--- src/rtl/mem_bus_pkg.sv ---
// Shared definitions for the SoC valid/ready memory bus: strobes, address map,
// request payload and the copy-engine state encoding.
package mem_bus_pkg;

    localparam int unsigned ADDR_W = 32;
    localparam int unsigned DATA_W = 32;
    localparam int unsigned STRB_W = 4;

    localparam logic [STRB_W-1:0] WSTRB_WORD = 4'b1111;
    localparam logic [STRB_W-1:0] WSTRB_READ = 4'b0000;

    localparam logic [ADDR_W-1:0] BRAM_LIMIT = 32'd8192;
    localparam logic [ADDR_W-1:0] UART_DATA  = 32'hF000_0000;
    localparam logic [ADDR_W-1:0] UART_CTL   = 32'hF000_0004;
    localparam logic [ADDR_W-1:0] LED_CTL    = 32'hF000_1000;

    typedef struct packed {
        logic [ADDR_W-1:0] addr;
        logic [DATA_W-1:0] wdata;
        logic [STRB_W-1:0] wstrb;
    } mem_req_t;

    typedef enum logic [1:0] {
        IDLE,
        RD,
        WR,
        FIN
    } state_e;

endpackage

--- src/rtl/mem_copy_master.sv ---
// Word-copy bus initiator: reads len words from src and writes them to dst.
// Optional per-transaction ready timeout enabled by MEM_COPY_TIMEOUT_EN.
module mem_copy_master
    import mem_bus_pkg::*;
#(
    parameter int unsigned LEN_W          = 16,
    parameter int unsigned TIMEOUT_CYCLES = 255
) (
    input  logic              clk,
    input  logic              reset,
    input  logic              start,
    input  logic [ADDR_W-1:0] src_addr,
    input  logic [ADDR_W-1:0] dst_addr,
    input  logic [LEN_W-1:0]  len_words,
    output logic              busy,
    output logic              done,
    output logic              error,
    output logic              mem_valid,
    output logic              mem_instr,
    input  logic              mem_ready,
    output logic [ADDR_W-1:0] mem_addr,
    output logic [DATA_W-1:0] mem_wdata,
    output logic [STRB_W-1:0] mem_wstrb,
    input  logic [DATA_W-1:0] mem_rdata
);

    localparam logic [ADDR_W-1:0] WORD_MASK  = ~ADDR_W'(3);
    localparam logic [ADDR_W-1:0] WORD_BYTES = ADDR_W'(4);

    state_e            state_q, state_d;
    logic [ADDR_W-1:0] src_q, src_d;
    logic [ADDR_W-1:0] dst_q, dst_d;
    logic [LEN_W-1:0]  len_q, len_d;
    logic [DATA_W-1:0] data_q, data_d;
    mem_req_t          req_q, req_d;
    logic              valid_q, valid_d;
    logic              busy_q, busy_d;
    logic              done_q, done_d;
    logic              error_q, error_d;
    logic              to_hit_c;

`ifdef MEM_COPY_TIMEOUT_EN
    localparam int unsigned TO_W = $clog2(TIMEOUT_CYCLES + 1);

    logic [TO_W-1:0] to_cnt_q, to_cnt_d;

    // Counter restarts whenever mem_valid is low, so it measures the current request only
    always_comb begin
        to_cnt_d = '0;
        if (valid_q) begin
            to_cnt_d = to_cnt_q + TO_W'(1);
        end
    end

    assign to_hit_c = valid_q && !mem_ready && (to_cnt_q == TO_W'(TIMEOUT_CYCLES - 1));

    always_ff @(posedge clk) begin
        if (reset) begin
            to_cnt_q <= '0;
        end else begin
            to_cnt_q <= to_cnt_d;
        end
    end
`else
    logic [31:0] unused_timeout;
    assign unused_timeout = 32'(TIMEOUT_CYCLES);
    assign to_hit_c       = 1'b0;
`endif

    // Every request is entered from a cycle with mem_valid low, giving the mandatory idle gap
    always_comb begin
        state_d = state_q;
        src_d   = src_q;
        dst_d   = dst_q;
        len_d   = len_q;
        data_d  = data_q;
        req_d   = req_q;
        valid_d = valid_q;
        busy_d  = busy_q;
        error_d = error_q;
        done_d  = 1'b0;

        unique case (state_q)
            IDLE: begin
                if (start) begin
                    src_d   = src_addr & WORD_MASK;
                    dst_d   = dst_addr & WORD_MASK;
                    len_d   = len_words;
                    busy_d  = 1'b1;
                    error_d = 1'b0;
                    if (len_words == '0) begin
                        state_d = FIN;
                    end else begin
                        state_d     = RD;
                        valid_d     = 1'b1;
                        req_d.addr  = src_addr & WORD_MASK;
                        req_d.wstrb = WSTRB_READ;
                    end
                end
            end
            RD: begin
                if (!valid_q) begin
                    if (len_q == '0) begin
                        state_d = FIN;
                    end else begin
                        valid_d     = 1'b1;
                        req_d.addr  = src_q;
                        req_d.wstrb = WSTRB_READ;
                    end
                end else if (mem_ready) begin
                    data_d  = mem_rdata;
                    valid_d = 1'b0;
                    state_d = WR;
                end
            end
            WR: begin
                if (!valid_q) begin
                    valid_d     = 1'b1;
                    req_d.addr  = dst_q;
                    req_d.wdata = data_q;
                    req_d.wstrb = WSTRB_WORD;
                end else if (mem_ready) begin
                    valid_d = 1'b0;
                    src_d   = src_q + WORD_BYTES;
                    dst_d   = dst_q + WORD_BYTES;
                    len_d   = len_q - LEN_W'(1);
                    state_d = RD;
                end
            end
            FIN: begin
                done_d  = 1'b1;
                busy_d  = 1'b0;
                state_d = IDLE;
            end
            default: state_d = IDLE;
        endcase

        if (to_hit_c) begin
            valid_d = 1'b0;
            error_d = 1'b1;
            state_d = FIN;
        end
    end

    always_ff @(posedge clk) begin
        if (reset) begin
            state_q <= IDLE;
            src_q   <= '0;
            dst_q   <= '0;
            len_q   <= '0;
            data_q  <= '0;
            req_q   <= '0;
            valid_q <= 1'b0;
            busy_q  <= 1'b0;
            done_q  <= 1'b0;
            error_q <= 1'b0;
        end else begin
            state_q <= state_d;
            src_q   <= src_d;
            dst_q   <= dst_d;
            len_q   <= len_d;
            data_q  <= data_d;
            req_q   <= req_d;
            valid_q <= valid_d;
            busy_q  <= busy_d;
            done_q  <= done_d;
            error_q <= error_d;
        end
    end

    assign busy      = busy_q;
    assign done      = done_q;
    assign error     = error_q;
    assign mem_valid = valid_q;
    assign mem_instr = 1'b0;
    assign mem_addr  = req_q.addr;
    assign mem_wdata = req_q.wdata;
    assign mem_wstrb = req_q.wstrb;

endmodule

--- config.mk ---
export PLATFORM = sky130hd
export DESIGN_NAME = mem_copy_master
export DESIGN_NICKNAME = d
export VERILOG_FILES = /design/src/rtl/mem_bus_pkg.sv /design/src/rtl/mem_copy_master.sv
export SDC_FILE = /design/constraint.sdc
export NUM_CORES = 1
export LEC_CHECK = 0
export ABC_AREA = 1
export ABC_CLOCK_PERIOD_IN_PS = 2000
export BUFFER_PORTS_ARGS = -buffer_cell sky130_fd_sc_hd__buf_2
export CAP_MARGIN = 10
export CORE_MARGIN = 2
export CORE_UTILIZATION = 57
export DETAILED_ROUTE_END_ITERATION = 10
export GPL_TIMING_DRIVEN = 1
export PLACE_DENSITY_LB_ADDON = 0.12
export REMOVE_ABC_BUFFERS = 1
export SLEW_MARGIN = 10
export SYNTH_ARGS = -nofsm -noshare
export SYNTH_HDL_FRONTEND = slang
export SYNTH_SLANG_ARGS = --single-unit
--- constraint.sdc ---
create_clock -name clk -period 2 [get_ports clk]
set_input_delay 0.6 -clock clk [delete_from_list [all_inputs] [get_ports clk]]
set_output_delay 0.6 -clock clk [all_outputs]
set_load 0.01 [all_outputs]
==> impl_summary.log, run 1 <==
[metrics] number of maximum-capacitance constraint violations: 0
[metrics] wire length of the first global-routing pass: 49.2 mm
[metrics] sinks on the clock net: roughly 180
[metrics] area of all placed cells without fillers: between 10000 and 15000 um2
[metrics] portion of total power attributed to sequential cells: 29.6%
[metrics] kind of start point of the critical path: register
[metrics] # DRC: 0
[metrics] class of the most critical setup path: reg -> reg
[metrics] Async S/R FF share, synth: 0%
[metrics] maximum number of pins on one net before global-route repair: between 80 and 90
[metrics] routed length per placed instance: roughly 15 um
[metrics] overall fraction of global-route tracks in use: a little under a third
[metrics] leading cell types in the layout, fill and taps excluded: 390 x sky130_fd_sc_hd__nand2_1, 268 x sky130_fd_sc_hd__nor2_1, 182 x sky130_fd_sc_hd__buf_2, 178 x sky130_fd_sc_hd__a21oi_1, 175 x sky130_fd_sc_hd__dfxtp_1
[metrics] clock network power share: 17.5%
[metrics] internal cell power: slightly above 10 mW
[metrics] average vias per placed instance: between 5 and 6
[metrics] PnR worst setup slack: about 120 ps
[metrics] Worst-Skew Late Latency: approximately 440 ps
[metrics] NetSw: between 9 and 10 mW
[metrics] most frequent standard cell in the layout excluding fill and tap cells: sky130_fd_sc_hd__nand2_1
[metrics] crit-path max FO: 30
[metrics] most repeated library cell on the critical path: sky130_fd_sc_hd__nor2_1
[metrics] status: finished, final reports clean
[metrics] count of yosys warnings during synthesis: 0
[metrics] cell taking the most area after synthesis: sky130_fd_sc_hd__dfxtp_1
[metrics] Total Nets Final: 1894
[metrics] area inside the core boundary: around 18000 um2
[metrics] # H-tree levels: 4
[metrics] Iteration-0 DRC Markers: roughly 1000
[metrics] leakage dissipation: roughly 5.0 nW
[metrics] Netlist Area Pre-Place: between 10000 and 15000 um2
[metrics] uppermost layer routed: met4
[metrics] Clock Tree Buf Depth: 2
[metrics] CP Cell Sequence: inv_1, ha_1, nor2_1, nor2_1, nand3_4, inv_2, buf_12, o21ai_0, nand2_1, a21oi_1
[metrics] average cell area after synthesis: around 6.3 um2
[metrics] final cell count without fillers: 2011
[metrics] Pins Over Slew Limit: 0
[metrics] share of post-route cells with drive strength above 1: between 10% and 20%
[metrics] vias in the first global route: roughly 10k
[metrics] count of vias placed by the detailed router: approximately 11k
[metrics] iteration count of the initial detailed-routing pass: 8
[metrics] Initial Util: a little under three fifths
[metrics] area taken by multi-input logic gates: 5700 um2
[metrics] sum of routed wire length over all layers: 30.6 mm
[metrics] die height: approximately 140 um
[metrics] number of top-level pins: roughly 190
[metrics] switching power as a share of total power: a little under half
[metrics] sequential element share of the synthesized area: 34.5%
[metrics] post-placement cell area: approximately 11000 um2
[metrics] cells taking the most area after synthesis: sky130_fd_sc_hd__dfxtp_1 34%, sky130_fd_sc_hd__nand2_1 14%, sky130_fd_sc_hd__nor2_1 9.8%, sky130_fd_sc_hd__a21oi_1 8.7%, sky130_fd_sc_hd__o21ai_0 6.8%
[metrics] Max IR drop VDD: around 1.2 mV
[metrics] total of buffers placed on input and output ports: ~180
[metrics] number of filler cells placed in the layout: ~1.7k
[metrics] clock transition at the registers of the reported paths: about 80 ps
[metrics] number of cells in the design after placement: about 2.0k
[metrics] Tcrit/Tclk final: 94.1%
[metrics] min Tclk post-route: approximately 1900 ps
[metrics] worst hold path class: in -> reg
[metrics] DIE WIDTH: around 140 um
[metrics] final global-route overflow total: 0
[metrics] largest incremental delay on the critical path: 350 ps
[metrics] number of antenna violations at the first check in global routing: 0
[metrics] number of antenna diodes: 0
[metrics] placer congestion estimate: roughly 1.0
[metrics] met3 layer wire length in the routed design: approximately 2.6 mm
[metrics] sum of negative setup slack: 0 ps
[metrics] cell at the slowest stage of the critical path: sky130_fd_sc_hd__dfxtp_2
[metrics] data required time of the critical path: 2310 ps
[metrics] routed wire length on met2: between 10 and 15 mm
[metrics] unrepaired setup endpoints after global routing: no
[metrics] Max Clk Rate: ~530 MHz
[metrics] post-place setup slack: roughly 25 ps
[metrics] relative contribution of combinational cells to total power: 52.9%
[metrics] CP Data Arrival Time: between 2000 and 2500 ps
[metrics] cell count after synthesis: roughly 1.6k
[metrics] CTS Root Buffer Type: sky130_fd_sc_hd__clkbuf_16
[metrics] count of flip-flops with a built-in enable after synthesis: 0
[metrics] half-perimeter wire length after placement: ~22 mm
[metrics] post-route clock skew: between 10 and 15 ps
[metrics] Sequential cell area: around 3500 um2
[metrics] Worst Setup End Kind: register
[metrics] CTS buffer count: 17
[metrics] Cell Rows: 49
[metrics] CTS tree: built
[metrics] Final Hold Viols: 0
[metrics] power density of the placed cells: approximately 1600 nW/um2
[metrics] full die area: around 19000 um2
[metrics] remaining antenna violation count: 0
[metrics] number of unique standard cell types used by synthesis: 43
[metrics] Final setup violation count: 0
[metrics] total routed wire length on the met1 layer: roughly 14 mm
[metrics] synth-to-layout area growth: 17.6%
[metrics] most used flip-flop cell after synthesis: sky130_fd_sc_hd__dfxtp_1
[metrics] post-synthesis register bit count: 177
[metrics] proportion of netlist area held by the largest area contributor: 34.5%
==> stage by stage <==
step	power [mW]	utilization, %	hold WS, ps
2_1_floorplan	12.2	-	432
3_3_place_gp	15.5	64.0	437
3_5_place_dp	15.7	64.0	442
4_1_cts	19.1	67.3	405
5_1_grt	20.8	67.7	425
6_report	19.4	67.7	424
==> final timing paths <==
path                startpoint            end  slack (ps)  cells after the start
setup reg to reg    state_q[0]      src_q[13]         120                     10
hold reg to reg     data_q[21]  mem_wdata[21]         450                      2
setup / recovery    state_q[0]      src_q[13]         120                     10
hold / removal    len_words[1]       len_q[1]         420                      3
==> metal layers <==
layer / track usage [%] / up-vias
met5: 0 / -
li1: - / 5574
met4: 10.2 / 0
met3: 7.66 / 52
met1: 42.6 / 5025
met2: 48.5 / 433
==> state kept, by name (all words and copies together), names as in the netlist <==
name / flops
mem_wstrb: 1
dst_q: 30
mem_valid: 1
mem_wdata: 32
src_q: 30
state_q: 2
done: 1
mem_addr: 31
len_q: 16
busy: 1
data_q: 32
==> worst max-delay path, delay by kind of cell (launching register included) <==
family,cells,cell delay (ps)
AOI/OAI and AO/OA,2,180
adders and majority gates,1,240
DFF,1,350
and+or+nand+nor,4,450
buffers and inverters,3,500
==> what timing repair did <==
item | CTS | global route
hold buffers | 0 | 0
buffers inserted | 0 | 3
resized for setup | 0 | 12
setup endpoints to repair | 0 | 76
==> logic make-up after synthesis <==
family	after synthesis	share of synthesized area, %
other	1	0.0365
buffers and inverters	233	10.4
AND/OR/NAND/NOR	815	33.9
flip-flops	177	34.5
AO/OA/AOI/OAI	384	19.9
adder cells (fa/ha/maj)	8	0.974
XOR/XNOR	3	0.256
==> area by class of cell <==
type | instances | share of cell area [%]
clock buffers | 17 | 3.52
clock inverters | 14 | 1.39
inverters | 136 | 4.28
multi-input cells | 1212 | 47.1
flip-flops and latches | 177 | 29.3
well taps | 229 | 2.37
repair buffers | 226 | 12.0
==> power by group through the flow <==
stage	Clock, mW	Combinational, mW	Sequential, mW
finish	3.38	10.2	5.74
global route	3.54	11.4	5.90
CTS	3.42	9.98	5.70
detailed placement	0	9.91	5.76
global placement	0	9.73	5.74
floorplan	0	6.42	5.77
==> synth_stat cells (13+ instances only) <==
| library cell | number |
|---|---|
| sky130_fd_sc_hd__nand2_1 | 391 |
| sky130_fd_sc_hd__nor2_1 | 268 |
| sky130_fd_sc_hd__a21oi_1 | 179 |
| sky130_fd_sc_hd__dfxtp_1 | 177 |
| sky130_fd_sc_hd__o21ai_0 | 140 |
| sky130_fd_sc_hd__inv_1 | 132 |
| sky130_fd_sc_hd__nand3_1 | 89 |
| sky130_fd_sc_hd__clkbuf_1 | 49 |
| sky130_fd_sc_hd__nand3_2 | 29 |
| sky130_fd_sc_hd__o22ai_1 | 29 |
| sky130_fd_sc_hd__buf_2 | 21 |
| sky130_fd_sc_hd__nand4_1 | 13 |
No activity file was read; power rests on OpenSTA's default activity.
==> run 2: changes to the inputs <==
PLACE_DENSITY = 0.81   (was not set)
PLACE_DENSITY_LB_ADDON = not set   (was 0.12)
==> impl_summary.log, run 2 (same netlist as run 1, synthesis figures left out) <==
[metrics] leading cell types in the layout, fill and taps excluded: 391 x sky130_fd_sc_hd__nand2_1, 266 x sky130_fd_sc_hd__nor2_1, 182 x sky130_fd_sc_hd__buf_2, 177 x sky130_fd_sc_hd__a21oi_1, 176 x sky130_fd_sc_hd__dfxtp_1
[metrics] total power of the final layout: a little under 20 mW
[metrics] Initial Util: between 50% and 60%
[metrics] crit-path max FO: 5
[metrics] most frequent standard cell in the layout excluding fill and tap cells: sky130_fd_sc_hd__nand2_1
[metrics] Final Hold Viols: 0
[metrics] share of post-route cells with drive strength above 1: roughly 18%
[metrics] worst hold path class: in -> reg
[metrics] Max Clk Rate: 534 MHz
[metrics] # DRC: 0
[metrics] power density of the placed cells: between 1500 and 2000 nW/um2
[metrics] Max IR drop VDD: about 1.2 mV
[metrics] unrepaired setup endpoints after global routing: no
[metrics] area inside the core boundary: approximately 18000 um2
[metrics] iteration count of the initial detailed-routing pass: 6
[metrics] average vias per placed instance: about 5.6
[metrics] number of antenna violations at the first check in global routing: 2
[metrics] total of buffers placed on input and output ports: ~180
[metrics] number of antenna diodes: 0
[metrics] die height: ~140 um
[metrics] Tcrit/Tclk final: a little over nine tenths
[metrics] CTS buffer count: 17
[metrics] Cell Rows: 49
[metrics] post-placement cell area: 11400 um2
[metrics] min Tclk post-route: between 1500 and 2000 ps
[metrics] number of buffers inserted to repair setup after CTS: 0
[metrics] global routing met1 resource utilization: roughly two fifths
[metrics] number of maximum-capacitance constraint violations: 0
[metrics] post-route clock skew: about 13 ps
[metrics] half-perimeter wire length after placement: 21.1 mm
[metrics] class of the most critical setup path: reg -> reg
[metrics] status: finished, final reports clean
[metrics] synth-to-layout area growth: 17.4%
[metrics] # H-tree levels: 4
[metrics] Final setup violation count: 0
[metrics] vias in the first global route: 10.2k
[metrics] peak-usage layer in the global routing report: met2
[metrics] Hold-fix buffers, CTS: 0
[metrics] Iteration-0 DRC Markers: between 1k and 1.5k
[metrics] Clock Tree Buf Depth: 2
[metrics] area of all placed cells without fillers: around 12000 um2
[metrics] CTS Root Buffer Type: sky130_fd_sc_hd__clkbuf_16
[metrics] leakage dissipation: 4.98 nW
[metrics] CP Data Arrival Time: roughly 2200 ps
[metrics] sinks on the clock net: ~180
[metrics] data required time of the critical path: 2330 ps
[metrics] final global-route overflow total: 0
[metrics] met2 usage in global routing: roughly 49%
[metrics] final cell count without fillers: 2006
[metrics] count of vias placed by the detailed router: 11.3k
[metrics] post-CTS resize count: 0
[metrics] Global Route met3 Usage: between 7 and 8%
[metrics] routed length per placed instance: 15.6 um
[metrics] number of top-level pins: 189
[metrics] overall fraction of global-route tracks in use: 30.9%
[metrics] wire length of the first global-routing pass: 49.4 mm
[metrics] remaining antenna violation count: 0
[metrics] CTS tree: built
[metrics] Pins Over Slew Limit: 0
[metrics] number of cells in the design after placement: ~2.0k
[metrics] clock transition at the registers of the reported paths: approximately 80 ps
[metrics] sum of routed wire length over all layers: approximately 31 mm
[metrics] kind of start point of the critical path: register
[metrics] Worst-Skew Late Latency: between 400 and 500 ps
[metrics] DIE WIDTH: roughly 140 um
[metrics] Worst Setup End Kind: register
[metrics] full die area: ~19000 um2
[metrics] Total Nets Final: 1888
[metrics] maximum number of pins on one net before global-route repair: 108
[metrics] placer congestion estimate: about 0.94
run 2: metal layers:
layer  wire length (um)  vias up  share of wire, %
met1              13500     5102                43
li1                   -     5568                 -
met5                 23        -             0.074
met2              13900      531                45
met4                852        4               2.7
met3               2930       76               9.4
run 2: worst max-delay path: stages (launching register included):
cell and delay (ps):
sky130_fd_sc_hd__dfxtp_1 410, sky130_fd_sc_hd__ha_1 250, sky130_fd_sc_hd__nand2_1 110, sky130_fd_sc_hd__nor2_1 150, sky130_fd_sc_hd__nand2_1 150, sky130_fd_sc_hd__inv_1 170, sky130_fd_sc_hd__nand2_1 100, sky130_fd_sc_hd__o21ai_0 210
sky130_fd_sc_hd__nand3_1 90, sky130_fd_sc_hd__nand2_1 70, sky130_fd_sc_hd__nor2_1 50
run 2: layout make-up:
cell class | count | area (um2)
inverters | 136 | 513
well taps | 229 | 287
fillers | 1617 | 5780
clock inverters | 15 | 196
repair buffers | 220 | 1390
multi-input cells | 1212 | 5700
clock buffers | 17 | 425
flip-flops and latches | 177 | 3540
run 2: worst paths after layout:
kind	cells after the start	to	from	slack [ps]
worst max-delay path	10	src_q[14]	src_q[2]	130
worst min-delay path	3	dst_q[4]	dst_addr[4]	440
worst max register to register	10	src_q[14]	src_q[2]	130
worst min register to register	2	mem_wdata[0]	data_q[0]	450
run 2: per-stage QoR:
step                util, %  worst slack, ps  setup TNS, ps  hold slack, ps
detailed placement     63.6             55.7              0             445
global placement       63.6             79.5              0             438
global route           67.6             17.8              0             442
CTS                    67.1             20.9              0             423
finish                 67.6              126              0             436
floorplan                 -            -3680        -453740             432
run 2: power by group:
group	leakage, nW	switching [mW]	internal, mW
Clock	0.299	1.72	1.71
Sequential	1.45	1.05	4.71
Combinational	3.23	6.53	3.80
Total	4.98	9.30	10.2
